==> src/rtl/feistel_pkg.sv <==
// Shared types and helpers for the iterative Feistel cipher core.
package feistel_pkg;

  localparam int DEFAULT_HALF_W = 4;
  localparam int DEFAULT_ROUNDS = 4;

  // Widest block the rotate helper handles (so HALF_W may go up to 32).
  localparam int MAX_W = 64;

  typedef enum logic [1:0] {
    IDLE,
    RUN,
    DONE
  } state_t;

  typedef logic [MAX_W-1:0] word_t;

  // Rotate the low w bits of x left by amt (amt wraps modulo w); bits at
  // and above w come back as zero so callers can simply truncate.
  function automatic word_t rotl(input word_t x, input int amt, input int w);
    word_t res;
    int    shift;
    int    src;
    res   = '0;
    shift = amt % w;
    for (int i = 0; i < MAX_W; i++) begin
      if (i < w) begin
        src    = (i + w - shift) % w;
        res[i] = |((x >> src) & word_t'(1));
      end
    end
    return res;
  endfunction

endpackage

==> src/rtl/feistel_cipher_core_round.sv <==
// One combinational Feistel round: expansion, key mix, modular add and swap.
module feistel_round
  import feistel_pkg::*;
#(
  parameter int HALF_W = DEFAULT_HALF_W
) (
  input  logic [HALF_W-1:0]   l,
  input  logic [HALF_W-1:0]   r,
  input  logic [2*HALF_W-1:0] k,
  output logic [HALF_W-1:0]   l_next,
  output logic [HALF_W-1:0]   r_next
);

  logic [HALF_W-1:0]   r_rot;
  logic [HALF_W-1:0]   f;
  logic [2*HALF_W-1:0] e;
  logic [2*HALF_W-1:0] x;

  // Round function F(R, k) folded back to HALF_W bits, then the half swap.
  always_comb begin
    r_rot  = HALF_W'(rotl(word_t'(r), 1, HALF_W));
    e      = {r_rot, r};
    x      = e ^ k;
    f      = x[2*HALF_W-1:HALF_W] + x[HALF_W-1:0] + HALF_W'(k[0]);
    l_next = r;
    r_next = l ^ f;
  end

endmodule

==> src/rtl/feistel_cipher_core.sv <==
// Iterative Feistel cipher: one block in flight, one round per clock,
// valid/ready on both sides. Decrypt reuses the datapath with the round
// keys applied in reverse order.
module feistel_cipher_core
  import feistel_pkg::*;
#(
  parameter int HALF_W = DEFAULT_HALF_W,
  parameter int ROUNDS = DEFAULT_ROUNDS
) (
  input  logic                clock,
  input  logic                reset,
  input  logic                in_valid,
  output logic                in_ready,
  input  logic [2*HALF_W-1:0] in_data,
  input  logic [2*HALF_W-1:0] in_key,
  input  logic                in_decrypt,
  output logic                out_valid,
  input  logic                out_ready,
  output logic [2*HALF_W-1:0] out_data
);

  localparam int BLK_W = 2 * HALF_W;
  localparam int CNT_W = $clog2(ROUNDS) + 1;
  localparam logic [CNT_W-1:0] LAST_ROUND = CNT_W'(ROUNDS - 1);

  state_t             state;
  state_t             next_state;
  logic [CNT_W-1:0]   cnt;
  logic [HALF_W-1:0]  l_q;
  logic [HALF_W-1:0]  r_q;
  logic [HALF_W-1:0]  l_next;
  logic [HALF_W-1:0]  r_next;
  logic [BLK_W-1:0]   key_q;
  logic [BLK_W-1:0]   key_i;
  logic [BLK_W-1:0]   out_q;
  logic               dec_q;
  logic               last_round;
  int                 round_idx;

  // Round key for the current step; decrypt walks the key schedule backwards.
  always_comb begin
    round_idx = dec_q ? (ROUNDS - 1 - int'(cnt)) : int'(cnt);
    key_i     = BLK_W'(rotl(word_t'(key_q), round_idx, BLK_W));
  end

  assign last_round = (cnt == LAST_ROUND);
  assign out_data   = out_q;

  feistel_round #(
    .HALF_W (HALF_W)
  ) u_round (
    .l      (l_q),
    .r      (r_q),
    .k      (key_i),
    .l_next (l_next),
    .r_next (r_next)
  );

  // State register.
  always_ff @(posedge clock) begin
    if (reset) begin
      state <= IDLE;
    end else begin
      state <= next_state;
    end
  end

  // Next-state logic and handshake outputs.
  always_comb begin
    next_state = state;
    in_ready   = 1'b0;
    out_valid  = 1'b0;
    case (state)
      IDLE: begin
        in_ready = !reset;
        if (in_valid) next_state = RUN;
      end
      RUN: begin
        if (last_round) next_state = DONE;
      end
      DONE: begin
        out_valid = 1'b1;
        if (out_ready) next_state = IDLE;
      end
      default: next_state = IDLE;
    endcase
  end

  // Block capture, round iteration and result register.
  always_ff @(posedge clock) begin
    if (reset) begin
      cnt   <= '0;
      l_q   <= '0;
      r_q   <= '0;
      key_q <= '0;
      dec_q <= 1'b0;
      out_q <= '0;
    end else begin
      case (state)
        IDLE: begin
          if (in_valid) begin
            l_q   <= in_data[BLK_W-1:HALF_W];
            r_q   <= in_data[HALF_W-1:0];
            key_q <= in_key;
            dec_q <= in_decrypt;
            cnt   <= '0;
          end
        end
        RUN: begin
          l_q <= l_next;
          r_q <= r_next;
          cnt <= cnt + 1'b1;
          if (last_round) out_q <= {r_next, l_next};
        end
        default: ;
      endcase
    end
  end

endmodule

==> config.mk <==
export PLATFORM = sky130hd
export DESIGN_NAME = feistel_cipher_core
export DESIGN_NICKNAME = d
export VERILOG_FILES = /design/src/rtl/feistel_pkg.sv /design/src/rtl/feistel_cipher_core_round.sv /design/src/rtl/feistel_cipher_core.sv
export SDC_FILE = /design/constraint.sdc
export NUM_CORES = 1
export LEC_CHECK = 0
export CORE_MARGIN = 4
export CORE_UTILIZATION = 65
export DETAILED_ROUTE_END_ITERATION = 8
export DONT_BUFFER_PORTS = 1
export HOLD_SLACK_MARGIN = 0.03
export PLACE_DENSITY = 0.85
export SYNTH_ARGS = -nofsm -noshare
export SYNTH_HDL_FRONTEND = slang
export SYNTH_SLANG_ARGS = --single-unit
==> constraint.sdc <==
create_clock -name clock -period 10 [get_ports clock]
set_clock_uncertainty 0.05 [all_clocks]
set_input_delay 1 -clock clock [delete_from_list [all_inputs] [get_ports clock]]
set_output_delay 1 -clock clock [all_outputs]
set_load 0.02 [all_outputs]
## Yosys cells after proc, flatten, opt, wreduce, memory -nomap -nowiden

Cells that the tools add are included.
Widths: inputs -> output; s select.

| cells by class | value |
|---|---|
| mux-type cells | 13 |
| reduce and logical (&&, ||, !) cells | 16 |
| bitwise gates (word level) | 11 |
| add/subtract/negate cells | 12 |
| eq/ne operators | 6 |
| shift operators | 8 |

Operators by type and width:

| operator | number |
|---|---|
| $shr 8x32->1 | 8 |
| $sub 5x4->6 const A | 8 |
| $mux 32 | 1 |
| $reduce_or 3->1 | 9 |
| $pmux 4 s2 | 2 |
| $and 1x1->1 | 9 |
| $mux 4 | 2 |
| $xor 8x8->8 | 1 |
| $mux 2 | 3 |
| $ne 2x2->1 const B | 3 |
| $pmux 2 s3 | 1 |
| $pmux 3 s2 | 1 |
| $reduce_and 2->1 | 3 |
| $add 4x1->4 | 1 |
| $add 4x4->4 | 1 |
| $sub 2x3->4 const A | 1 |
| $xor 4x4->4 | 1 |
| $add 3x1->3 const B | 1 |
| $eq 3x2->1 const B | 1 |
| $mux 3 | 1 |
| $reduce_and 3->1 | 1 |
| $eq 2x1->1 const B | 1 |
| $eq 2x2->1 const B | 1 |
| $logic_not 2->1 | 1 |
| other kinds (3) | 4 |

| word-level totals | value |
|---|---|
| input bits | 21 |
| output and inout bits | 10 |
| flip-flop bits (word level) | 30 |

## Depth between registers and ports, before layout

Gate-level depths: netlist of the first run.

| logic depth | value |
|---|---|
| depth in word-level cells | 13 |
| mapped depth | 12 |

## Hierarchy

Synthesis of the first run repeated with hierarchy kept, for this count alone.

| unflattened totals | value |
|---|---|
| cell total of the unflattened synthesis | 196 |
| area total of the unflattened synthesis | 1721.7 um^2 |

Modules (own cells, without submodules):

| module | times used | area an instance (um^2) | cells an instance |
|---|---|---|---|
| feistel_cipher_core | 1 | 1492.7 | 170 |
| feistel_round | 1 | 229.0 | 26 |

## Least setup slack after synthesis of the first run

OpenSTA, ideal clock, no wires.

| timing path | value |
|---|---|
| path kind | register to register |
| start | register dec_q |
| end | register r_q[1] |
| required time | 9.822 ns |
| library setup time | 0.128 ns |
| cell stages (with the launch flop) | 13 |
| period minus slack after synthesis | 3.383 ns |
| arrival time | 3.205 ns |
| slack | 6.617 ns |
| path through | dfxtp_1 > xor2_1 > ha_1 > mux4_1 > nand3_1 > nand3_1 > and2b_1 > a21o_1 > fa_1 > xnor2_1 > nor2_1 > a221oi_1 > nor2_1 |

| on the way | value |
|---|---|
| cells in the longest elaborated chain, start to end | 11 |
| elaborated cells on any way between the ends | 24 |
| those cells by class | add/sub: 6; shift: 4; mux: 2; bitwise: 7; reduce/logical: 5 |

Ends and longest elaborated chain:

| what | line | text |
|---|---|---|
| start: declaration | feistel_cipher_core.sv:36 | `logic dec_q;` |
| start signal: assignment | feistel_cipher_core.sv:105 | `dec_q <= in_decrypt;` |
| $mux 32 (*) | feistel_cipher_core.sv:42 | `round_idx = dec_q ? (ROUNDS - 1 - int'(cnt)) : int'(cnt);` |
| $reduce_or 3->1 (no line) | -- |  |
| $and 1x1->1 (no line) | -- |  |
| $sub 5x4->6 | feistel_pkg.sv:28 | `src = (i + w - shift) % w;` |
| $and 1x1->1 (no line) | -- |  |
| $shr 8x32->1 | feistel_pkg.sv:29 | `res[i] = \|((x >> src) & word_t'(1));` |
| $xor 8x8->8 | feistel_cipher_core_round.sv:23 | `x = e ^ k;` |
| $add 4x4->4 | feistel_cipher_core_round.sv:24 | `f = x[2*HALF_W-1:HALF_W] + x[HALF_W-1:0] + HALF_W'(k[0]);` |
| $add 4x1->4 (*) | feistel_cipher_core_round.sv:24 |  |
| $xor 4x4->4 (*) | feistel_cipher_core_round.sv:26 | `r_next = l ^ f;` |
| $pmux 4 s2 (*) | feistel_cipher_core.sv:99 | `case (state)` |
| end signal: assignment | feistel_cipher_core.sv:103 | `r_q <= in_data[HALF_W-1:0];` |
| end signal: assignment | feistel_cipher_core.sv:111 | `r_q <= r_next;` |
| end: declaration | feistel_cipher_core.sv:30 | `logic [HALF_W-1:0] r_q;` |

Mark *: on every way between the ends. The rest lies on a longest branch, timed or not.
A chain may end at the register's enable or synchronous reset.

## Final worst setup path of the first run

Ends and elaborated chain as after synthesis.

==> out/results.txt, run 1 <==
status: complete, no violations
synthesized area: 0.001799 mm2
layout cells sized above 1: 0.06829
drt first pass iters: 4
Syn. warnings: 0
syn nets: 236
Fin Setup TNS: 0 ns
port bufs: 0
XOR/XNOR share of the synthesized area: 0.1127
VDD IR max: 0.1546 mV
CTS Buffer Depth: 2
Starting Density: 0.7008
CP Launch Type: flop
Synth area leaders: dfxtp_1 33%, nand2_1 9.2%, mux4_1 8.8%
CTS tree: built
crit path DAT: 4.03 ns
clk_lat worst skew: 0.35 ns
# nets final: 231
Hold Path Class: reg -> reg
dpl hpwl: 2.972 mm
Max-Cap Viols: 0
Final Max Tran Viols: 0
GRT overflow: 0
root buffer cell: clkbuf_4
Leak: 0.7324 nW
Post-Route WL: 4.024 mm
post-synthesis simple-gate area fraction: 0.2079
vias per inst: 6.379
first-pass GRT wire length: 6.555 mm
share of the yosys chip area belonging to registers: 0.3338
dpl cell area: 0.001792 mm2
Placement Setup Slack: 6.230 ns
footprint of the multi-input gates: 0.001142 mm2
fillers: 208
largest family of logic cells by synthesized area: simple AND/OR/NAND/NOR gates
die span in y: 60.61 um
Critical Path RT: 10.19 ns
Worst-Margin Slew: 0.7014 ns
syn avg cell area: 8.609 um2
io pins: 31
compound-gate portion of the synthesized area: 0.1460
Distinct cells, synth: 39
CP Capture Type: flop
fin cells: 235
Storage cell area: 600.6 um2
Main synth FF type: dfxtp_1
Core Footprint: 0.002567 mm2
Max-slew headroom: 0.5324
setup violators final: 0
Site Rows: 18
RePlAce Congestion: 0.8301
Via Count: 1499
Finished Cell Area: 0.001867 mm2
1st-iter DRT viols: 117
depth of the most critical reg-to-reg path: 12
postcts setup bufs: 0
hold path cells: 2
gr usage total: 0.2457
post-synthesis mux area share: 0.1224
Post-synth EDFFs: 0
vias in the first global route: 1436
ANT cells: 0
routed length per instance: 17.12 um
Period minus WS final: 3.841 ns
Layout area overhead: 3.755%
setup ws final: 6.159 ns
pwr dens: 176.3 mW/mm2
clk sinks: 30
ys async rst share: 0
flops & latches, synth: 30
FMAX: 260.3 MHz
RSZ-0062 raised after global routing: no
crit share post-route: 0.3841
initial antenna violation count: 0
Chip Width: 60.61 um
htree depth: 2
Residual DRC: 0
antenna-violating nets left: 0
Clock Pin Slew Worst Setup and Hold Paths: 0.09 ns
CTS Hold Bufs: 0
Crit Path Class: reg -> reg
Mapped Cells: 209
Num CTS Buffers: 5
Final Hold Fails: 0
crit-path max FO: 7
largest net degree at the start of global routing: 33
Synth top area share: 0.3338
die area: 0.003674 mm2
placed cells: 227
largest area contributor in the netlist: dfxtp_1
Post-Synth Adder-Cell Area: 0.04590
post-CTS sizing: 0
Pwr Total: 329.2 uW
## worst max-delay path, cell delays in order, from the launching register on
cell and delay, ns:
dfxtp_1 0.48, xor2_1 0.54, ha_1 0.28, mux4_1 0.59
nand3_1 0.19, nand3_1 0.11, and2b_1 0.21, a21o_1 0.19
fa_1 0.46, xnor2_1 0.21, nor2_1 0.07, a221oi_1 0.29
nor2_1 0.07
## layer usage
layer | track usage | up-vias | part of all wire
met2 | 0.4153 | 65 | 0.50
met1 | 0.2802 | 688 | 0.38
li1 | - | 724 | -
met5 | 0 | - | 0
met4 | 0.1176 | 0 | 0.038
met3 | 0.07872 | 22 | 0.078
## Yosys cell counts, types with 2 or more instances
cell,count
nand2_1,44
dfxtp_1,30
a21oi_1,23
nor2_1,18
xnor2_1,12
clkbuf_1,11
xor2_1,8
mux4_1,6
ha_1,5
a311oi_1,4
mux2i_1,4
nand3_1,4
nor3_1,4
o21ai_0,4
inv_1,3
nor2b_1,3
a31o_2,2
and2_1,2
nand2b_1,2
## report_power, final
part	switching (mW)	internal [mW]	total (mW)	leakage (nW)
Clock	0.0432	0.0530	0.0961	0.0395
Sequential	0.0124	0.127	0.139	0.245
Combinational	0.0491	0.0447	0.0939	0.448
Total	0.105	0.225	0.329	0.732
## cell usage in the layout, fill, tap and decap left out, drive strengths merged, types with 5 or more instances in the layout
cell type	instances
dfxtp	30
mux4	7
ha	5
clkbuf	7
nor2	18
a21oi	23
xor2	9
nand2	44
nand3	5
xnor2	12
## sequential cells by signal, indices dropped and copies added, names as in the netlist
signal,flops
cnt,3
out_data,8
r_q,4
key_q,8
dec_q,1
state,2
l_q,4
## metrics by stage
step | utilization | hold WS [ns]
finish | 0.7271 | 0.4288
global route | 0.7271 | 0.4496
CTS | 0.7271 | 0.4263
global placement | 0.6979 | 0.4057
floorplan | - | 0.3988
detailed placement | 0.6979 | 0.4139
## cells by family after synthesis
kind of cell,after synthesis
AO/OA/AOI/OAI,42
XOR/XNOR,21
adder cells (fa/ha/maj),6
buffers and inverters,15
flip-flops,30
multiplexers,11
AND/OR/NAND/NOR,84
## final cells by class
class / count / share of cell area
multi-input combinational: 164 / 0.6119
sequential: 30 / 0.3217
clock buffer: 7 / 0.02413
tap: 30 / 0.02011
clock inverter: 1 / 0.01609
inverter: 3 / 0.006032
## worst paths after layout
kind | from | endpoint | slack (ns)
max | dec_q$_SDFFE_PP0P_ | r_q[1]$_SDFFE_PP0P_ | 6.16
min reg2reg | l_q[1]$_SDFFE_PP0P_ | l_q[1]$_SDFFE_PP0P_ | 0.43
min | l_q[1]$_SDFFE_PP0P_ | l_q[1]$_SDFFE_PP0P_ | 0.43
max reg2reg | dec_q$_SDFFE_PP0P_ | r_q[1]$_SDFFE_PP0P_ | 6.16
(Power assumes the default switching activity.)
==> inputs of run 2 (changes only) <==
--- a/config.mk
+++ b/config.mk
@@ -6,11 +6,11 @@
 export NUM_CORES = 1
 export LEC_CHECK = 0
 export CORE_MARGIN = 4
-export CORE_UTILIZATION = 65
+export CORE_UTILIZATION = 56
 export DETAILED_ROUTE_END_ITERATION = 8
 export DONT_BUFFER_PORTS = 1
 export HOLD_SLACK_MARGIN = 0.03
-export PLACE_DENSITY = 0.85
+export PLACE_DENSITY = 0.78
 export SYNTH_ARGS = -nofsm -noshare
 export SYNTH_HDL_FRONTEND = slang
 export SYNTH_SLANG_ARGS = --single-unit
==> constraint.sdc (replaced) <==
create_clock -name clock -period 3.35 [get_ports clock]
set_clock_uncertainty 0.05 [all_clocks]
set_input_delay 0.335 -clock clock [delete_from_list [all_inputs] [get_ports clock]]
set_output_delay 0.335 -clock clock [all_outputs]
set_load 0.02 [all_outputs]
==> run 2 against run 1 <==
- via count grew 1.8%
- clock-buffer cell count shrank 1
- combinational power grew to 3.6 times the previous value
- critical path type unchanged
- largest cell class unchanged
- sequential share of layout area shrank 2.3 points
- critical endpoint unchanged
- sequential power grew to 3.0 times the previous value
- wire length grew 5.0%
- cell count grew 8.5%
- largest power group unchanged
- register-to-register slack lost 6.0 ns
- maximum frequency grew 20%
- die area grew 14%
- worst hold slack lost 0.34 ns
==> out/results.txt, run 2 (same netlist as run 1, synthesis figures left out) <==
status: complete, no violations
dpl cell area: 0.001839 mm2
Comb pwr share: 0.300
clk_lat worst skew: 0.33 ns
Seq pwr share: 0.365
fin cells: 255
Hold Path Class: in -> reg
Post-Route WL: 4.225 mm
switching power: 335.8 uW
Clock Pin Slew Worst Setup and Hold Paths: 0.10 ns
die area: 0.004184 mm2
drt first pass iters: 4
dpl hpwl: 2.997 mm
VDD IR max: 0.3866 mV
gr usage total: 0.2167
crit-path max FO: 6
vias per inst: 5.984
pwr dens: 563.1 mW/mm2
initial antenna violation count: 0
Crit Path Class: reg -> reg
# nets final: 237
placed cells: 244
postcts setup bufs: 0
Via Count: 1526
layout cells sized above 1: 0.1422
CP Capture Type: flop
port bufs: 0
Num CTS Buffers: 5
CP max-delay cell: mux4_2
setup violators final: 0
Starting Density: 0.5893
CP max stage delay: 0.51 ns
Max-Cap Viols: 0
io pins: 31
Site Rows: 20
CTS tree: built
Max-slew headroom: 0.3467
commonest non-fill, non-tap cell in the layout: nand2_1
root buffer cell: clkbuf_4
switching portion of total power: 0.2948
FMAX: 313.2 MHz
vias in the first global route: 1531
final core utilization: 0.6627
die span in y: 64.68 um
htree depth: 2
tightest hold margin: 0.09159 ns
GRT overflow: 0
Clk pwr share: 0.334
largest net degree at the start of global routing: 27
Leak: 0.7850 nW
routed length per instance: 16.57 um
Fin Setup TNS: 0 ns
clk sinks: 30
1st-iter DRT viols: 67
first-pass GRT wire length: 6.975 mm
Layout area overhead: 12.45%
crit share post-route: 0.9531
Most Frequent Cell on Critical Path: nor2_1
crit path cell chain: xor2_4, ha_4, mux4_2, nand3_2, nand3_1, and2b_1, a21o_1, fa_1, xnor2_2, nor2_1, a221oi_2, nor2_1
internal power: 803.5 uW
Worst-Margin Slew: 0.9767 ns
Critical Path RT: 3.49 ns
RePlAce Congestion: 0.8461
antenna-violating nets left: 0
most frequent cells in the layout: 44 x nand2_1, 27 x dfxtp_1, 23 x a21oi_1
Finished Cell Area: 0.002023 mm2
Final Hold Fails: 0
CTS Buffer Depth: 2
ANT cells: 0
CP Launch Type: flop
Final Max Tran Viols: 0
Worst R2R Setup Slack: 0.16 ns
Residual DRC: 0
Core Footprint: 0.003053 mm2
Period minus WS final: 3.193 ns
crit path DAT: 3.33 ns
Chip Width: 64.68 um
run 2: worst max-delay path, delay by kind of cell (launching register included):
| family | cells | cell delay, ns |
|---|---|---|
| AOI/OAI and AO/OA | 2 | 0.38 |
| xor gates and xnor gates | 2 | 0.40 |
| adders and majority gates | 2 | 0.77 |
| DFF | 1 | 0.38 |
| muxes | 1 | 0.51 |
| and+or+nand+nor | 5 | 0.56 |
run 2: final cells by class:
| class | instances | area, um2 |
|---|---|---|
| flip-flops and latches | 30 | 604.3 |
| inverters | 3 | 11.26 |
| clock inverters | 2 | 60.06 |
| clock buffers | 6 | 51.30 |
| well taps | 44 | 55.05 |
| multi-input cells | 164 | 1189 |
| repair buffers | 6 | 52.55 |
| fillers | 248 | 1030 |
run 2: worst paths after layout:
| check | cells after the start | endpoint | from |
|---|---|---|---|
| max reg2reg | 12 | r_q[1]$_SDFFE_PP0P_ | cnt[0]$_SDFFE_PP0P_ |
| min | 2 | key_q[3]$_SDFFE_PP0P_ | in_key[3] |
| min reg2reg | 2 | l_q[1]$_SDFFE_PP0P_ | l_q[1]$_SDFFE_PP0P_ |
| max | 12 | r_q[1]$_SDFFE_PP0P_ | cnt[0]$_SDFFE_PP0P_ |
run 2: stage by stage:
step	setup slack, ns	total power, mW
4_1_cts	0.001079	1.102
3_5_place_dp	-0.004886	0.7146
6_report	0.1571	1.139
3_3_place_gp	0.1228	0.7043
5_1_grt	-0.008949	1.194
2_1_floorplan	0.1040	0.6537
run 2: what timing repair did:
item | in CTS | in global routing
hold endpoints to repair | 27 | 1
pin swaps | 0 | 2
resized for setup | 2 | 9
hold buffers | 2 | 1
endpoints found under the setup margin | 2 | 4
run 2: power by group through the flow:
stage / logic [mW] / registers (mW) / clock network, mW
finish: 0.342 / 0.416 / 0.381
global route: 0.371 / 0.420 / 0.403
CTS: 0.303 / 0.415 / 0.384
detailed placement: 0.292 / 0.423 / 0
global placement: 0.283 / 0.421 / 0
floorplan: 0.248 / 0.406 / 0
run 2: per-layer routing:
layer,up-vias,global-route usage,share of wire
li1,730,-,-
met1,725,0.2758,0.41
met2,63,0.3544,0.50
met3,8,0.05719,0.074
met4,0,0.07652,0.018
met5,-,0,0
==> inputs of run 3 (changes only) <==
--- a/config.mk
+++ b/config.mk
@@ -10,6 +10,7 @@
 export DETAILED_ROUTE_END_ITERATION = 8
 export DONT_BUFFER_PORTS = 1
 export HOLD_SLACK_MARGIN = 0.03
+export MAX_ROUTING_LAYER = met4
 export PLACE_DENSITY = 0.78
 export SYNTH_ARGS = -nofsm -noshare
 export SYNTH_HDL_FRONTEND = slang
==> run 3 against run 2 <==
- die area stayed put
- maximum frequency decreased by 0.12%
- wire length is 0.31% higher
- sequential share of layout area unchanged
- critical endpoint unchanged
- critical path type unchanged
- setup slack worse by 0.0037 ns
- worst hold slack improved by 0.0049 ns
- sequential cell count stayed put
- highest routed layer unchanged
- clock-buffer cell count unchanged
- first-iteration DRC count is 10% higher
- final area did not move
- combinational power hardly changed
==> out/results.txt, run 3 (same netlist as run 1, synthesis figures left out) <==
Layout area overhead: 12.45%
Placement Setup Slack: -0.004886 ns
largest net degree at the start of global routing: 27
crit-path max FO: 6
Clk pwr share: 0.334
initial antenna violation count: 0
switching power: 333.3 uW
routed length per instance: 16.62 um
Via Count: 1565
clk sinks: 30
crit path DAT: 3.33 ns
CP max stage delay: 0.51 ns
Hold Path Class: in -> reg
internal power: 803.2 uW
Critical Path Start: cnt[0]$_SDFFE_PP0P_
footprint of the multi-input gates: 0.001189 mm2
metal2 WL: 2.092 mm
Hold Crit Endpoint: key_q[3]$_SDFFE_PP0P_
CTS tree: built
layout cells sized above 1: 0.1422
final core utilization: 0.6627
min-delay src: in_key[3]
reg2reg start: cnt[0]$_SDFFE_PP0P_
first-pass GRT wire length: 6.975 mm
switching portion of total power: 0.2932
Max-Cap Viols: 0
antenna-violating nets left: 0
pwr dens: 561.7 mW/mm2
CP Launch Type: flop
hold path cells: 2
Residual DRC: 0
Max-slew headroom: 0.3390
root buffer cell: clkbuf_4
Critical Path RT: 3.48 ns
Post-Route WL: 4.238 mm
depth of the most critical reg-to-reg path: 12
vias in the first global route: 1531
CP Capture Type: flop
setup ws final: 0.1534 ns
clk_lat worst skew: 0.32 ns
most frequent cells in the layout: 44 x nand2_1, 27 x dfxtp_1, 23 x a21oi_1
1st-iter DRT viols: 74
io pins: 31
Clock Pin Slew Worst Setup and Hold Paths: 0.10 ns
Chip Width: 64.68 um
vias per inst: 6.137
Final Hold Fails: 0
die span in y: 64.68 um
CP max-delay cell: mux4_2
Worst-Margin Slew: 0.9882 ns
VDD IR max: 0.3867 mV
status: complete, no violations
Num CTS Buffers: 5
dpl hpwl: 2.997 mm
RePlAce Congestion: 0.8594
CTS Buffer Depth: 2
Seq pwr share: 0.367
# nets final: 237
reg2reg end: r_q[1]$_SDFFE_PP0P_
die area: 0.004184 mm2
postcts setup bufs: 0
Crit Path Class: reg -> reg
Most Frequent Cell on Critical Path: nor2_1
tightest hold margin: 0.09650 ns
Comb pwr share: 0.299
gr usage total: 0.2226
setup violators final: 0
met3 wire length: 314 um
crit path cell chain: xor2_4, ha_4, mux4_2, nand3_2, nand3_1, and2b_1, a21o_1, fa_1, xnor2_2, nor2_1, a221oi_2, nor2_1
Core Footprint: 0.003053 mm2
fillers: 248
Leak: 0.7850 nW
Storage cell area: 604.3 um2
Worst R2R Setup Slack: 0.15 ns
Period minus WS final: 3.197 ns
ANT cells: 0
htree depth: 2
drt first pass iters: 4
Starting Density: 0.5893
Final Max Tran Viols: 0
GRT overflow: 0
DR top layer: met4
port bufs: 0
Site Rows: 20
FMAX: 312.8 MHz
commonest non-fill, non-tap cell in the layout: nand2_1
crit share post-route: 0.9542
wl on met1: 1.749 mm
run 3: metal layers:
layer,track usage,up-vias
li1,-,731
met1,0.2780,745
met2,0.3544,77
met3,0.05373,12
met4,0.07652,0
met5,-,-
run 3: through the flow:
| step | instance area, um2 | setup TNS (ns) | power, mW | std cells |
|---|---|---|---|---|
| finish | 2023 | 0 | 1.136 | 255 |
| global route | 2023 | -0.03891 | 1.195 | 255 |
| CTS | 1973 | 0 | 1.102 | 254 |
| detailed placement | 1839 | -0.007882 | 0.7146 | 244 |
| global placement | 1839 | 0 | 0.7043 | 244 |
| floorplan | 1807 | 0 | 0.6537 | 209 |
run 3: critical path, delay by kind of cell (launching register included):
family	cells	cell delay [ns]
DFF	1	0.38
adders and majority gates	2	0.76
muxes	1	0.51
AOI/OAI and AO/OA	2	0.38
xor gates and xnor gates	2	0.40
and+or+nand+nor	5	0.56
run 3: worst max path at each step:
stage	slack, ns	to
final	0.15	r_q[1]$_SDFFE_PP0P_
after global routing	-0.02	r_q[1]$_SDFFE_PP0P_
after CTS	0.001	r_q[1]$_SDFFE_PP0P_
after detailed placement	-0.005	r_q[1]$_SDFFE_PP0P_
after global placement	0.12	r_q[1]$_SDFFE_PP0P_
after floorplan	0.10	r_q[1]$_SDFFE_PP0P_
run 3: timing repair:
item                                    4_1_cts  5_1_grt
gates cloned                                  0        0
endpoints found under the hold margin        27        1
pin swaps                                     0        2
endpoints found under the setup margin        2        4
hold buffers                                  2        1
gates resized for setup                       2        9
run 3: final cells by class:
cell class / count / area share
multi-input cells: 164 / 0.5875
flip-flops and latches: 30 / 0.2987
clock inverters: 2 / 0.02968
well taps: 44 / 0.02721
repair buffers: 6 / 0.02597
clock buffers: 6 / 0.02536
inverters: 3 / 0.005566
run 3: power by group through the flow:
stage | logic [mW] | registers, mW | clock network (mW)
2_1_floorplan | 0.248 | 0.406 | 0
3_3_place_gp | 0.283 | 0.421 | 0
6_report | 0.340 | 0.417 | 0.380
3_5_place_dp | 0.292 | 0.423 | 0
5_1_grt | 0.372 | 0.420 | 0.403
4_1_cts | 0.303 | 0.415 | 0.384
